## src/rtl/uart_slip_decoder.sv

```systemverilog
// SLIP (RFC 1055) decoder for a non-stallable UART byte strobe.
// Decoded bytes go through a first-word fall-through FIFO with per-frame last/err flags.
module uart_slip_decoder #(
  parameter int FIFO_DEPTH   = 16,
  parameter int CHECK_PARITY = 0
) (
  input  logic       clk,
  input  logic       rst_n,
  input  logic [7:0] rx_d,
  input  logic       rx_dv,
  input  logic       rx_parity_ok,
  output logic [7:0] m_d,
  output logic       m_dv,
  input  logic       m_dr,
  output logic       m_last,
  output logic       m_err,
  output logic       err_pulse
);

  localparam int AW = $clog2(FIFO_DEPTH);

  typedef enum logic [1:0] {ST_DATA = 2'd0, ST_ESC = 2'd1, ST_DROP = 2'd2} state_t;

  state_t        state, state_n;
  logic          p_valid, p_valid_n;
  logic [7:0]    p_byte, p_byte_n;
  logic          frame_err, frame_err_n;
  logic          flush_pend, flush_pend_n;
  logic          flush_err, flush_err_n;
  logic          err_n;
  logic          wr_en, rd_en, full;
  logic [9:0]    wr_word, head;
  logic          store_en, end_en, end_e;
  logic [7:0]    store_b;

  logic [9:0]    mem [FIFO_DEPTH];
  logic [AW-1:0] wr_ptr, rd_ptr;
  logic [AW:0]   count;

  assign full   = (count == (AW+1)'(FIFO_DEPTH));
  assign rd_en  = m_dv & m_dr;
  assign head   = mem[rd_ptr];
  assign m_dv   = (count != '0);
  assign m_d    = head[7:0];
  assign m_last = m_dv & head[9];
  assign m_err  = m_dv & head[9] & head[8];

  // Byte decode: the pending byte P is only written once the next byte or END tells us whether it is last.
  always_comb begin
    state_n      = state;
    p_valid_n    = p_valid;
    p_byte_n     = p_byte;
    frame_err_n  = frame_err;
    flush_pend_n = flush_pend;
    flush_err_n  = flush_err;
    err_n        = 1'b0;
    wr_en        = 1'b0;
    wr_word      = 10'd0;
    store_en     = 1'b0;
    store_b      = 8'h00;
    end_en       = 1'b0;
    end_e        = 1'b0;

    if (flush_pend && !full) begin
      wr_en        = 1'b1;
      wr_word      = {1'b1, flush_err, p_byte};
      p_valid_n    = 1'b0;
      flush_pend_n = 1'b0;
    end else begin
      wr_en = 1'b0;
    end

    if (rx_dv) begin
      if (flush_pend && full) begin
        err_n       = 1'b1;
        frame_err_n = 1'b1;
        state_n     = ST_DROP;
      end else if ((CHECK_PARITY != 0) && !rx_parity_ok) begin
        err_n       = 1'b1;
        frame_err_n = 1'b1;
      end else begin
        case (state)
          ST_DATA: begin
            if (rx_d == 8'hC0) begin
              end_en = 1'b1;
              end_e  = frame_err;
            end else if (rx_d == 8'hDB) begin
              state_n = ST_ESC;
            end else begin
              store_en = 1'b1;
              store_b  = rx_d;
            end
          end
          ST_ESC: begin
            state_n = ST_DATA;
            case (rx_d)
              8'hDC: begin
                store_en = 1'b1;
                store_b  = 8'hC0;
              end
              8'hDD: begin
                store_en = 1'b1;
                store_b  = 8'hDB;
              end
              8'hC0: begin
                err_n  = 1'b1;
                end_en = 1'b1;
                end_e  = 1'b1;
              end
              default: begin
                err_n       = 1'b1;
                frame_err_n = 1'b1;
              end
            endcase
          end
          ST_DROP: begin
            if (rx_d == 8'hC0) begin
              state_n = ST_DATA;
              end_en  = 1'b1;
              end_e   = 1'b1;
            end else begin
              state_n = ST_DROP;
            end
          end
          default: state_n = ST_DATA;
        endcase
      end
    end else begin
      err_n = 1'b0;
    end

    // p_valid_n already reflects a flush issued this cycle, so at most one write happens.
    if (store_en) begin
      if (!p_valid_n) begin
        p_valid_n = 1'b1;
        p_byte_n  = store_b;
      end else if (!full) begin
        wr_en    = 1'b1;
        wr_word  = {2'b00, p_byte_n};
        p_byte_n = store_b;
      end else begin
        err_n       = 1'b1;
        frame_err_n = 1'b1;
        state_n     = ST_DROP;
      end
    end else begin
      store_b = store_b;
    end

    if (end_en) begin
      if (p_valid_n && !full) begin
        wr_en     = 1'b1;
        wr_word   = {1'b1, end_e, p_byte_n};
        p_valid_n = 1'b0;
      end else if (p_valid_n) begin
        flush_pend_n = 1'b1;
        flush_err_n  = end_e;
      end else begin
        p_valid_n = 1'b0;
      end
      frame_err_n = 1'b0;
    end else begin
      end_e = end_e;
    end
  end

  // Decoder state, error pulse and FIFO pointers.
  always_ff @(posedge clk) begin
    if (!rst_n) begin
      state      <= ST_DATA;
      p_valid    <= 1'b0;
      p_byte     <= 8'h00;
      frame_err  <= 1'b0;
      flush_pend <= 1'b0;
      flush_err  <= 1'b0;
      err_pulse  <= 1'b0;
      wr_ptr     <= '0;
      rd_ptr     <= '0;
      count      <= '0;
    end else begin
      state      <= state_n;
      p_valid    <= p_valid_n;
      p_byte     <= p_byte_n;
      frame_err  <= frame_err_n;
      flush_pend <= flush_pend_n;
      flush_err  <= flush_err_n;
      err_pulse  <= err_n;
      if (wr_en) wr_ptr <= wr_ptr + AW'(1);
      if (rd_en) rd_ptr <= rd_ptr + AW'(1);
      case ({wr_en, rd_en})
        2'b10:   count <= count + (AW+1)'(1);
        2'b01:   count <= count - (AW+1)'(1);
        default: count <= count;
      endcase
    end
  end

  // FIFO storage; contents are don't-care while count is zero.
  always_ff @(posedge clk) begin
    if (wr_en) mem[wr_ptr] <= wr_word;
  end

endmodule
```

## config.mk

```make
export PLATFORM = sky130hd
export DESIGN_NAME = uart_slip_decoder
export DESIGN_NICKNAME = d
export VERILOG_FILES = /design/src/rtl/uart_slip_decoder.sv
export SDC_FILE = /design/constraint.sdc
export NUM_CORES = 1
export LEC_CHECK = 0
export CAP_MARGIN = 40
export CORE_ASPECT_RATIO = 1.4
export CORE_UTILIZATION = 55
export DETAILED_ROUTE_END_ITERATION = 16
export PLACE_DENSITY_LB_ADDON = 0.12
export SLEW_MARGIN = 25
export SYNTH_ARGS = -nofsm -noshare
export SYNTH_HDL_FRONTEND = slang
export SYNTH_SLANG_ARGS = --single-unit
```

## constraint.sdc

```tcl
create_clock -name clk -period 5.3 [get_ports clk]
set_input_delay 1.06 -clock clk [delete_from_list [all_inputs] [get_ports clk]]
set_output_delay 1.06 -clock clk [all_outputs]
set_load 0.02 [all_outputs]
```

==> Implementation_results.wiki <==
{| class="wikitable"
! Metric !! Value
|-
| Pwr/cell area || 384.9 nW/um2
|-
| Antenna Violating Nets Remaining || 0
|-
| Clock insertion delay at the later pin of the skew report || 0.42 ns
|-
| Required time of the worst setup path || 5.63 ns
|-
| Commonest cells after routing, fill and taps aside || 160 x edfxtp_1, 50 x mux4_2, 31 x dfxtp_1, 23 x clkdlybuf4s50_1
|-
| Count of final setup violators || 0
|-
| Area overhead of the layout relative to synthesis || 12.91%
|-
| Cell at the root of the clock tree || clkbuf_16
|-
| Total routing usage reported by global routing || 22.78%
|-
| Global-route layer with the greatest usage || met2
|-
| Share of post-route cells with drive strength above 1 || 22.85%
|-
| Total global routing overflow || 0
|-
| Overall Power || 3.466 mW
|-
| Final number of max-transition violations || 0
|-
| Post-cts repair resize count || 0
|-
| Clock tree skew after final layout || 0.01055 ns
|-
| FF-to-FF Start || state[1]
|-
| Height of the die || 144.5 um
|-
| # fillers || 1010
|-
| Max Cap Violations || 0
|-
| Transition at the pin with the smallest max-transition slack || 0.7942 ns
|-
| Post-synthesis area per instance || 17.38 um2
|-
| Final instance area || 9005 um2
|-
| Status || complete, no violations
|-
| Crit-path most repeated cell || ha_1
|-
| Number of top-level pins || 25
|-
| Die Footprint || 14990 um2
|-
| Setup repair after global routing missed its margin || false
|-
| Total CTS buffers || 17
|-
| Vias after detailed routing || 4207
|-
| Starting utilization of the core area || 56.81%
|-
| Worst slew margin relative to its limit || 47.06%
|-
| Number of cells produced by synthesis || 459
|-
| Maximum vdd drop || 289.1 uV
|-
| Share of the yosys chip area belonging to registers || 68.28%
|-
| Capture point of the worst reg-to-reg path || count[4]
|-
| Row Count || 51
|-
| Delay contributed by the slowest stage of the critical path || 0.63 ns
|-
| FFs w/ async S/R, synth || 0%
|-
| Share of Yosys cell area claimed by the top area cell type || 60.24%
|-
| Number of clock sinks || 192
|-
| Critical Path Source Type || input port
|-
| Drt first pass iters || 4
|-
| Total of buffers placed on input and output ports || 23
|-
| Post-CTS Hold Buffers || 0
|-
| CP max FO || 23
|-
| Number of synthesized flops with an enable pin || 160
|-
| Cell-by-cell trace of the critical path || clkdlybuf4s50_1, or4_4, o41ai_2, and2_1, or2_4, inv_2, ha_1, xor2_1, ha_1, a21oi_1, o22ai_1, a222oi_1, o211ai_1, o31ai_1
|-
| Die outline width || 103.8 um
|-
| Largest delay contributor family on the critical path || compound AO/OA/AOI/OAI gates
|-
| Netlist cell types || 57
|-
| Final critical-path required period || 4.485 ns
|-
| Final weighted congestion of routability-driven global placement || 0.9279
|-
| Summed instance area of the synthesized netlist || 7975 um2
|-
| CP max stage cell || or4_4
|-
| Global-route wire length before repair || 24550 um
|-
| Most used flip-flop cell after synthesis || edfxtp_1
|-
| Data arrival time at the worst-slack endpoint || 4.81 ns
|-
| Clk slew on worst S/H paths || 0.07 ns
|-
| Total of flip-flops plus latches after synthesis || 192
|-
| Number of levels in the clock H-tree || 4
|-
| Total wire length after detailed routing || 15940 um
|-
| Leading cell type in the layout, fill and taps excluded || edfxtp_1
|-
| Clock Path Buffers || 2
|-
| Kind of end point of the critical path || flop
|-
| GR Util met2 || 42.39%
|-
| Hold/Removal Path Class || reg2reg
|-
| Number of stages on the worst hold path || 2
|-
| Ant. Diodes || 0
|-
| Met1 track demand over resource || 25.74%
|-
| R2R cell count || 15
|-
| Per-cell routed wire length || 23.31 um
|-
| Setup Crit Path Kind || in2reg
|-
| Max Fclk || 223.0 MHz
|-
| Worst hold start || p_byte[2]
|-
| Final net count || 511
|-
| Number of DRC violations after detailed-routing iteration 0 || 268
|-
| Fraction of met3 tracks used by global routing || 4.416%
|-
| Reg2Reg Setup Slack || 1.56 ns
|-
| Leakage || 2.987 nW
|-
| CTS tree || built
|-
| Count of cell instances traversed by the critical path || 14
|-
| Setup TNS after final layout || 0 ns
|-
| Number of endpoints with negative hold slack in the final report || 0
|-
| Library cell with the largest summed area after synthesis || edfxtp_1
|-
| Number of warnings issued by yosys || 0
|-
| Remaining routing DRC violations || 0
|-
| Antenna violations before repair || 0
|-
| Placeable core region || 14040 um2
|-
| End point of the most critical hold path || p_byte[2]
|-
| Largest net degree at the start of global routing || 25
|-
| Total half-perimeter wirelength after legalization and detailed placement || 9945 um
|-
| Via count of the first global-routing pass || 4431
|-
| Sum of buffers and inverters on the critical path || 2
|-
| Routed via count divided by cell count || 6.151
|-
| Standard cell area after detailed placement || 8402 um2
|-
| Buffers inserted by post-CTS timing repair || 0
|-
| Final clock period utilization by the worst path || 84.63%
|-
| Post-synth net total || 484
|-
| Top area cells in the synthesized netlist || edfxtp_1 60%, mux4_2 14%, dfxtp_1 8.0%
|}
[registers in the layout, summed over array words and instances (netlist names), named ones only]
| register | cells |
|---|---|
| count | 5 |
| err_pulse | 1 |
| flush_err | 1 |
| flush_pend | 1 |
| frame_err | 1 |
| mem | 160 |
| p_byte | 8 |
| p_valid | 1 |
| rd_ptr | 4 |
| state | 2 |
| wr_ptr | 4 |
[cell type report]
cell class	instances	area, um2	area share [%]
tap	185	231.5	2.571
timing repair buffer	32	317.8	3.529
inverter	12	45.04	0.5002
sequential	192	5446	60.48
multi-input combinational	231	2372	26.34
clock inverter	11	100.1	1.112
clock buffer	21	491.7	5.461
[power by group]
part	switching [mW]	total [mW]	internal, mW
Sequential	0.0557	1.71	1.65
Clock	0.531	1.25	0.716
Combinational	0.260	0.511	0.251
Total	0.847	3.47	2.62
[worst max path at each step]
stage                     slack [ns]    start       end
final                           0.81  rx_d[1]  count[4]
after global routing            0.60  rx_d[1]  count[4]
after CTS                       0.81  rx_d[1]  count[4]
after detailed placement        0.40  rx_d[1]  count[4]
after global placement          0.47  rx_d[1]  count[4]
after floorplan                 1.11  rx_d[1]  count[4]
[metal layers]
layer	wire [um]	part of all wire, %	up-vias
li1	-	-	1898
met1	6052	38	2164
met2	8785	55	116
met3	669	4.2	29
met4	436	2.7	0
met5	0	0	-
[kinds of logic after synthesis]
family | Yosys count | share of synthesized area, %
compound gates | 58 | 4.848
xor+xnor | 7 | 0.7688
fa+ha+maj | 12 | 1.883
flops | 192 | 68.28
mux | 57 | 15.00
buf+inv | 36 | 2.134
simple gates | 97 | 7.092
[worst reg2reg max path, stage by stage (launching register included)]
cell and delay [ns]:
dfxtp_1 0.33, inv_1 0.10, ha_1 0.22, nand4b_1 0.17, o32ai_1 0.53, o21a_1 0.27, or2_4 0.26, inv_2 0.08
ha_1 0.30, xor2_1 0.18, ha_1 0.19, a21oi_1 0.25, o22ai_1 0.14, a222oi_1 0.44, o211ai_1 0.13, o31ai_1 0.07
[synth_stat cells (4+ instances only)]
library cell and n:
o21ai_0 11, mux4_2 50, and2_1 11, and3_1 5, mux2i_1 7, nor3_1 5
o211ai_1 5, nor2_1 12, inv_1 11, nand2b_1 6, nand3_1 7, o21a_1 4
ha_1 12, dfxtp_1 32, a21oi_1 17, edfxtp_1 160, buf_6 4, clkbuf_1 14
nand2_1 18, xor2_1 5, buf_2 4, and3_2 13
[stage by stage]
step	setup WS (ns)	utilization [%]	cells	hold slack [ns]
global placement	0.4690	59.77	650	0.4570
finish	0.8148	64.14	684	0.4822
global route	0.5960	64.14	684	0.4999
floorplan	1.110	-	459	0.4407
CTS	0.8105	64.06	683	0.4842
detailed placement	0.3952	59.85	651	0.4603
(Power assumes the default switching activity.)
